--- config.mk ---
export PLATFORM = sky130hd
export DESIGN_NAME = gig_eth_tx_arbiter
export DESIGN_NICKNAME = d
export VERILOG_FILES = /design/src/rtl/gig_eth_pkg.sv /design/src/rtl/gig_eth_rr_arbiter.sv /design/src/rtl/gig_eth_tx_arbiter.sv
export SDC_FILE = /design/constraint.sdc
export NUM_CORES = 1
export LEC_CHECK = 0
export CAP_MARGIN = 20
export CORE_MARGIN = 2
export CORE_UTILIZATION = 45
export DETAILED_ROUTE_END_ITERATION = 16
export PLACE_DENSITY = 0.9
export SYNTH_ARGS = -nofsm -noshare
export SYNTH_HDL_FRONTEND = slang
export SYNTH_SLANG_ARGS = --single-unit
--- constraint.sdc ---
create_clock -name tx_clk -period 2.5 [get_ports tx_clk]
set_input_delay 0.375 -clock tx_clk [delete_from_list [all_inputs] [get_ports tx_clk]]
set_output_delay 0.375 -clock tx_clk [all_outputs]
set_load 0.01 [all_outputs]
--- src/rtl/gig_eth_pkg.sv ---
`default_nettype none
// ============================================================================
//  Module      : gig_eth_pkg
//  Description : Shared types and constants for the gig_eth TX arbiter.
//                Holds the arbiter state encoding, the frame length counter
//                width and the default standard/jumbo frame byte limits.
//  Revision    : 1.0  initial release
// ============================================================================
package gig_eth_pkg;

  // Frame length counter width; wide enough for the jumbo limit.
  localparam int LEN_W = 14;

  // Default byte limits for standard and jumbo frames.
  localparam int MAX_FRAME_SIZE_STANDARD_DEF = 1522;
  localparam int MAX_FRAME_SIZE_JUMBO_DEF    = 9022;

  // Arbiter frame-level states.
  typedef enum logic [2:0] {
    ST_IDLE     = 3'd0,
    ST_WAIT_ACK = 3'd1,
    ST_XFER     = 3'd2,
    ST_DRAIN    = 3'd3,
    ST_GAP      = 3'd4
  } tx_state_e;

  // Saturating increment so a runaway source can never wrap the counter.
  function automatic logic [LEN_W-1:0] len_inc_sat(input logic [LEN_W-1:0] len);
    return (len == {LEN_W{1'b1}}) ? len : len + 1'b1;
  endfunction

endpackage : gig_eth_pkg
`default_nettype wire

--- src/rtl/gig_eth_rr_arbiter.sv ---
`default_nettype none
// ============================================================================
//  Module      : gig_eth_rr_arbiter
//  Description : Combinational round-robin owner select. Returns the first
//                requester found after rr_ptr_i, searching upward and
//                wrapping at NUM_SRC. The pointer position itself is checked
//                last so the previous owner has lowest priority.
//  Revision    : 1.0  initial release
// ============================================================================
module gig_eth_rr_arbiter #(
  parameter int NUM_SRC = 4
) (
  input  logic [NUM_SRC-1:0]         req_i,
  input  logic [$clog2(NUM_SRC)-1:0] rr_ptr_i,
  output logic                       gnt_vld_o,
  output logic [$clog2(NUM_SRC)-1:0] gnt_idx_o
);

  localparam int c_IDX_W = $clog2(NUM_SRC);

  // Index that sits 'off' positions after the pointer, modulo NUM_SRC.
  function automatic logic [c_IDX_W-1:0] wrap_idx(input logic [c_IDX_W-1:0] base,
                                                  input int off);
    int s;
    s = int'(base) + off;
    if (s >= NUM_SRC) begin
      s = s - NUM_SRC;
    end
    return c_IDX_W'(s);
  endfunction

  // Scan from the farthest candidate to the nearest so the nearest wins.
  always_comb begin
    gnt_vld_o = 1'b0;
    gnt_idx_o = '0;
    for (int k = NUM_SRC; k >= 1; k--) begin
      if (req_i[wrap_idx(rr_ptr_i, k)]) begin
        gnt_vld_o = 1'b1;
        gnt_idx_o = wrap_idx(rr_ptr_i, k);
      end
    end
  end

endmodule : gig_eth_rr_arbiter
`default_nettype wire

--- src/rtl/gig_eth_tx_arbiter.sv ---
`default_nettype none
// ============================================================================
//  Module      : gig_eth_tx_arbiter
//  Description : Frame-level round-robin arbiter sharing one gig_eth_mac TX
//                client port among NUM_SRC frame sources. Grants one source
//                per frame, muxes its bytes to the MAC, truncates frames at
//                the standard/jumbo byte limit and forces an idle gap of
//                IFG_CYCLES cycles after every frame.
//  Revision    : 1.0  initial release
// ============================================================================
module gig_eth_tx_arbiter
  import gig_eth_pkg::*;
#(
  parameter int NUM_SRC                 = 4,
  parameter int MAX_FRAME_SIZE_STANDARD = MAX_FRAME_SIZE_STANDARD_DEF,
  parameter int MAX_FRAME_SIZE_JUMBO    = MAX_FRAME_SIZE_JUMBO_DEF,
  parameter int IFG_CYCLES              = 2
) (
  input  logic                       tx_clk,
  input  logic                       reset,
  input  logic                       conf_tx_en,
  input  logic                       conf_tx_jumbo_en,
  input  logic [NUM_SRC*8-1:0]       src_data,
  input  logic [NUM_SRC-1:0]         src_dvld,
  input  logic [NUM_SRC-1:0]         src_underrun,
  output logic [NUM_SRC-1:0]         src_rd,
  output logic [7:0]                 mac_tx_data,
  output logic                       mac_tx_dvld,
  output logic                       mac_tx_underrun,
  input  logic                       mac_tx_ack,
  output logic                       grant_valid,
  output logic [$clog2(NUM_SRC)-1:0] grant_idx,
  output logic                       frame_done,
  output logic                       oversize_err
);

  localparam int                 c_IDX_W       = $clog2(NUM_SRC);
  localparam int                 c_GAP_W       = (IFG_CYCLES > 1) ? $clog2(IFG_CYCLES) : 1;
  localparam logic [c_GAP_W-1:0] c_GAP_LAST    = c_GAP_W'(IFG_CYCLES - 1);
  localparam logic [LEN_W-1:0]   c_LIMIT_STD   = LEN_W'(MAX_FRAME_SIZE_STANDARD);
  localparam logic [LEN_W-1:0]   c_LIMIT_JUMBO = LEN_W'(MAX_FRAME_SIZE_JUMBO);

  tx_state_e            state_q,  state_d;
  logic [c_IDX_W-1:0]   rr_ptr_q, rr_ptr_d;
  logic [c_IDX_W-1:0]   grant_q,  grant_d;
  logic [LEN_W-1:0]     limit_q,  limit_d;
  logic [LEN_W-1:0]     len_q,    len_d;
  logic [c_GAP_W-1:0]   gap_q,    gap_d;

  logic                 w_arb_vld;
  logic [c_IDX_W-1:0]   w_arb_idx;
  logic [7:0]           w_sel_data;
  logic                 w_sel_dvld;
  logic                 w_sel_und;
  logic                 w_rd_en;

  gig_eth_rr_arbiter #(
    .NUM_SRC   (NUM_SRC)
  ) u_rr_arbiter (
    .req_i     (src_dvld),
    .rr_ptr_i  (rr_ptr_q),
    .gnt_vld_o (w_arb_vld),
    .gnt_idx_o (w_arb_idx)
  );

  // Pick out the byte, valid and underrun of the currently granted source.
  always_comb begin
    w_sel_data = '0;
    w_sel_dvld = 1'b0;
    w_sel_und  = 1'b0;
    for (int i = 0; i < NUM_SRC; i++) begin
      if (grant_q == c_IDX_W'(i)) begin
        w_sel_data = src_data[i*8 +: 8];
        w_sel_dvld = src_dvld[i];
        w_sel_und  = src_underrun[i];
      end
    end
  end

  // Next-state logic and per-cycle MAC-side strobes.
  always_comb begin
    state_d         = state_q;
    rr_ptr_d        = rr_ptr_q;
    grant_d         = grant_q;
    limit_d         = limit_q;
    len_d           = len_q;
    gap_d           = gap_q;
    w_rd_en         = 1'b0;
    mac_tx_dvld     = 1'b0;
    mac_tx_underrun = 1'b0;
    frame_done      = 1'b0;
    oversize_err    = 1'b0;
    case (state_q)
      ST_IDLE: begin
        if (conf_tx_en && w_arb_vld) begin
          grant_d  = w_arb_idx;
          rr_ptr_d = w_arb_idx;
          limit_d  = conf_tx_jumbo_en ? c_LIMIT_JUMBO : c_LIMIT_STD;
          len_d    = '0;
          state_d  = ST_WAIT_ACK;
        end
      end
      ST_WAIT_ACK: begin
        mac_tx_dvld = w_sel_dvld;
        if (!w_sel_dvld) begin
          // Source withdrew before the MAC started: silently give up the slot.
          gap_d   = '0;
          state_d = ST_GAP;
        end else if (mac_tx_ack) begin
          w_rd_en = 1'b1;
          len_d   = LEN_W'(1);
          state_d = ST_XFER;
        end
      end
      ST_XFER: begin
        mac_tx_dvld = w_sel_dvld;
        w_rd_en     = w_sel_dvld;
        if (!w_sel_dvld) begin
          frame_done = 1'b1;
          gap_d      = '0;
          state_d    = ST_GAP;
        end else begin
          len_d = len_inc_sat(len_q);
          // Source abort and length overflow share one MAC abort; the byte
          // presented alongside it is consumed and discarded by the MAC.
          if (w_sel_und || (len_q == limit_q)) begin
            mac_tx_underrun = 1'b1;
            oversize_err    = (len_q == limit_q);
            state_d         = ST_DRAIN;
          end
        end
      end
      ST_DRAIN: begin
        // Keep reading the aborted frame so the source reaches its end.
        w_rd_en = w_sel_dvld;
        if (!w_sel_dvld) begin
          gap_d   = '0;
          state_d = ST_GAP;
        end
      end
      ST_GAP: begin
        if (gap_q == c_GAP_LAST) begin
          state_d = ST_IDLE;
        end else begin
          gap_d = gap_q + 1'b1;
        end
      end
      default: begin
        state_d = ST_IDLE;
      end
    endcase
  end

  // Route the read strobe only to the owning source.
  always_comb begin
    src_rd = '0;
    for (int i = 0; i < NUM_SRC; i++) begin
      src_rd[i] = w_rd_en && (grant_q == c_IDX_W'(i));
    end
  end

  // Ownership is visible while a frame (or its drain) is in progress.
  always_comb begin
    grant_valid = (state_q == ST_WAIT_ACK) || (state_q == ST_XFER) || (state_q == ST_DRAIN);
    grant_idx   = grant_q;
    mac_tx_data = grant_valid ? w_sel_data : 8'h00;
  end

  // State, pointer and counter registers.
  always_ff @(posedge tx_clk or posedge reset) begin
    if (reset) begin
      state_q  <= ST_IDLE;
      rr_ptr_q <= c_IDX_W'(NUM_SRC - 1);
      grant_q  <= '0;
      limit_q  <= c_LIMIT_STD;
      len_q    <= '0;
      gap_q    <= '0;
    end else begin
      state_q  <= state_d;
      rr_ptr_q <= rr_ptr_d;
      grant_q  <= grant_d;
      limit_q  <= limit_d;
      len_q    <= len_d;
      gap_q    <= gap_d;
    end
  end

endmodule : gig_eth_tx_arbiter
`default_nettype wire

==> results.py <==
metrics = {
    "outcome": {
        "outcome": "completed",
    },
    "logic_synthesis": {
        "async_flop_share": 1.00,
        "synthCells": 205,
        "synth_seq_cells": 24,
        "synth.distinct_cells": 52,
        "synth.avg_cell_area_um2": 9.23,
        "yosysSeqAreaShare": 0.319,
        "synth-edff-count": 0,
        "yosysWarnings": 0,
        "synth_fp_nets": 252,
        "synthesis.area_um2": 1890,
        "synth_ff_type": "dfrtp_1",
    },
    "worst_setup_path": {
        "cp-end-kind": "output pin",
        "critPathRequiredTime_ns": 2.12,
        "max_stage_delay_ns": 0.56,
        "rrSetupSlack_ns": 0.23,
        "cp_slowest_cell": "or4_4",
        "worstSetupStartpointType": "register",
        "crit_buf_inv": 1,
        "critPathMaxFanout": 5,
        "crit_type": "reg2out",
        "crit_chain": "or4_4 -> o22ai_4 -> a21oi_4 -> a2bb2oi_4 -> o32ai_2 -> buf_2",
        "cp_top_family": "compound AO/OA/AOI/OAI gates",
        "crit_arrival_ns": 2.11,
    },
    "finish": {
        "layout_commonest_cell": "clkdlybuf4s50_1",
        "layout_common_cells": "clkdlybuf4s50_1, buf_4, dfrtp_1",
        "nets": 352,
        "drive_gt1_frac": 0.247,
        "area.growth.synth_to_final_pct": 57.6,
        "n_antenna_cell": 0,
        "layout.cells.non_filler": 354,
    },
    "sta": {
        "worstMarginPinSlew_ns": 0.566,
        "finalMaxSlewViolations": 0,
        "clock_skew_ns": 0.00262,
        "period_needed_ns": 2.49,
        "setup_violations": 0,
        "period_share": 0.995,
        "slew_headroom": 0.618,
        "fmax_mhz": 402,
        "fin_ws_ns": 0.0121,
        "finalHoldViolations": 0,
        "rsz0062_at_grt": "true",
    },
    "clock_network": {
        "clock-root-buffer": "clkbuf_8",
        "cts_buffers": 3,
        "clkTransAtPathRegs_ns": 0.09,
        "htreeDepth": 1,
        "clock_sinks": 24,
        "clk_latency_ns": 0.26,
        "cts_tree": "built",
        "cts_max_path_buffers": 2,
    },
    "drt": {
        "vias": 2165,
        "drt_iter0_drc": 203,
        "dr.pass1.iters": 5,
        "routed_wl_um": 6330,
        "post_drt_wl_per_cell_um": 17.9,
        "route.antenna.remaining_nets": 0,
        "route.detailed.drc": 0,
        "vias_per_cell": 6.12,
    },
    "die": {
        "core_area_um2": 4030,
        "start_util": 0.470,
        "die_w_um": 68.9,
        "dieHeight_um": 68.9,
        "io_pins": 64,
        "rows": 23,
        "die_area_um2": 4740,
    },
    "grt": {
        "grt_pass1_vias": 2079,
        "grt_max_degree": 25,
        "grt_use_met1": 0.371,
        "grt_busiest_layer": "met2",
        "grt_use_met3": 0.0471,
        "grt_overflow_total": 0,
        "use_met2": 0.486,
        "grt_pass1_wl_um": 10100,
        "antenna_found_initial": 0,
        "track_usage": 0.288,
    },
    "placed_design": {
        "dp_slack_ns": -0.554,
        "placedCellCount": 350,
        "portBuffers": 63,
        "gp_congestion": 0.910,
        "dp_hpwl_um": 4650,
    },
    "pwr": {
        "powerDensity_nw_per_um2": 808,
        "peakVddDrop_v": 0.000673,
        "p_leak_nw": 1.35,
    },
    "min_path": {
        "hold_path_class": "in2async",
    },
    "run": {
        "cap_violations": 0,
    },
}
## report_power, final
part           internal [mW]  switching [mW]  total (mW)
Clock                  0.114           0.125       0.239
Sequential             0.490           0.104       0.594
Combinational          0.826           0.752        1.58
Total                   1.43           0.981        2.41
## final timing paths
check,from,endpoint,cells after the start
min in group tx_clk,limit_q[10]$_DFFE_PP1P_,limit_q[10]$_DFFE_PP1P_,2
worst max register to register,grant_idx[0]$_DFFE_PP0P_,len_q[11]$_DFFE_PP0P_,10
max in group asynchronous,reset,rr_ptr_q[1]$_DFFE_PP1P_,3
worst max-delay path,len_q[13]$_DFFE_PP0P_,src_rd[3],6
worst min register to register,limit_q[10]$_DFFE_PP1P_,limit_q[10]$_DFFE_PP1P_,2
worst min-delay path,reset,gap_q$_DFFE_PP0P_,3
## kinds of logic (layout without fill, tap and decap cells)
family | count (synthesis) | count (layout) | synth area share
flops | 24 | 24 | 0.319
fa+ha+maj | 2 | 2 | 0.0132
mux | 14 | 14 | 0.159
compound gates | 53 | 53 | 0.194
simple gates | 89 | 89 | 0.264
buf+inv | 23 | 122 | 0.0509
## layout make-up
class,count,area (um^2)
clock buffer,4,45.0
multi-input combinational,158,1280
sequential,24,604
timing repair buffer,106,943
inverter,12,45.0
fill,251,1040
tap,50,62.6
## through the flow
stage	total power [mW]	instance area (um^2)	hold WS (ns)	setup TNS [ns]	utilization
2_1_floorplan	1.38	1890	0.387	0	-
3_3_place_gp	2.01	2860	0.475	-1.88	0.711
3_5_place_dp	2.06	2860	0.479	-2.36	0.711
4_1_cts	2.34	2940	0.453	-0.00322	0.730
5_1_grt	2.55	2980	0.507	-0.139	0.741
6_report	2.41	2980	0.437	0	0.741
## layer usage
metal | routed length [um] | part of all wire | vias to the layer above
li1 | - | - | 989
met1 | 2490 | 0.39 | 1041
met2 | 3190 | 0.50 | 110
met3 | 412 | 0.065 | 25
met4 | 235 | 0.037 | 0
met5 | 0 | 0 | -
## worst min-delay path, stage by stage
cell	delay (ns)
clkdlybuf4s50_1	0.39
inv_1	0.05
buf_4	0.29
## repair_timing
item	in CTS	in global routing
setup endpoints to repair	15	8
hold buffers	0	0
resized for setup	38	12
pin swaps	3	5
endpoints found under the hold margin	0	0
buffers inserted	1	0
## sequential cells by signal (all words and copies together), names as in the netlist
register and flops:
len_q 14, state_q 3, grant_idx 2, limit_q 2, rr_ptr_q 2, gap_q 1
## Yosys cell counts (2+ instances only)
cell type	number	area, um^2
mux4_1	8	210
o22a_1	2	17.5
nand3_1	15	75.1
dfrtp_1	21	526
mux4_2	2	45.0
and3_1	3	18.8
dfstp_2	3	78.8
a31oi_1	9	56.3
and4_1	2	17.5
ha_1	2	25.0
o22ai_1	3	18.8
nand4_1	5	31.3
nand3b_1	2	15.0
o21bai_1	2	15.0
or4_1	2	15.0
nand2b_1	8	50.1
and2_1	8	50.1
o21a_1	4	30.0
a21oi_1	11	55.1
nor2b_1	2	12.5
o32ai_1	3	26.3
mux2i_1	2	20.0
inv_1	12	45.0
nor4_1	3	18.8
o221ai_1	2	17.5
o21ai_0	8	40.0
nor3_1	3	15.0
nand2_1	12	45.0
nor2_1	16	60.1
clkbuf_1	8	30.0
Power figures use the tool's default switching activity.
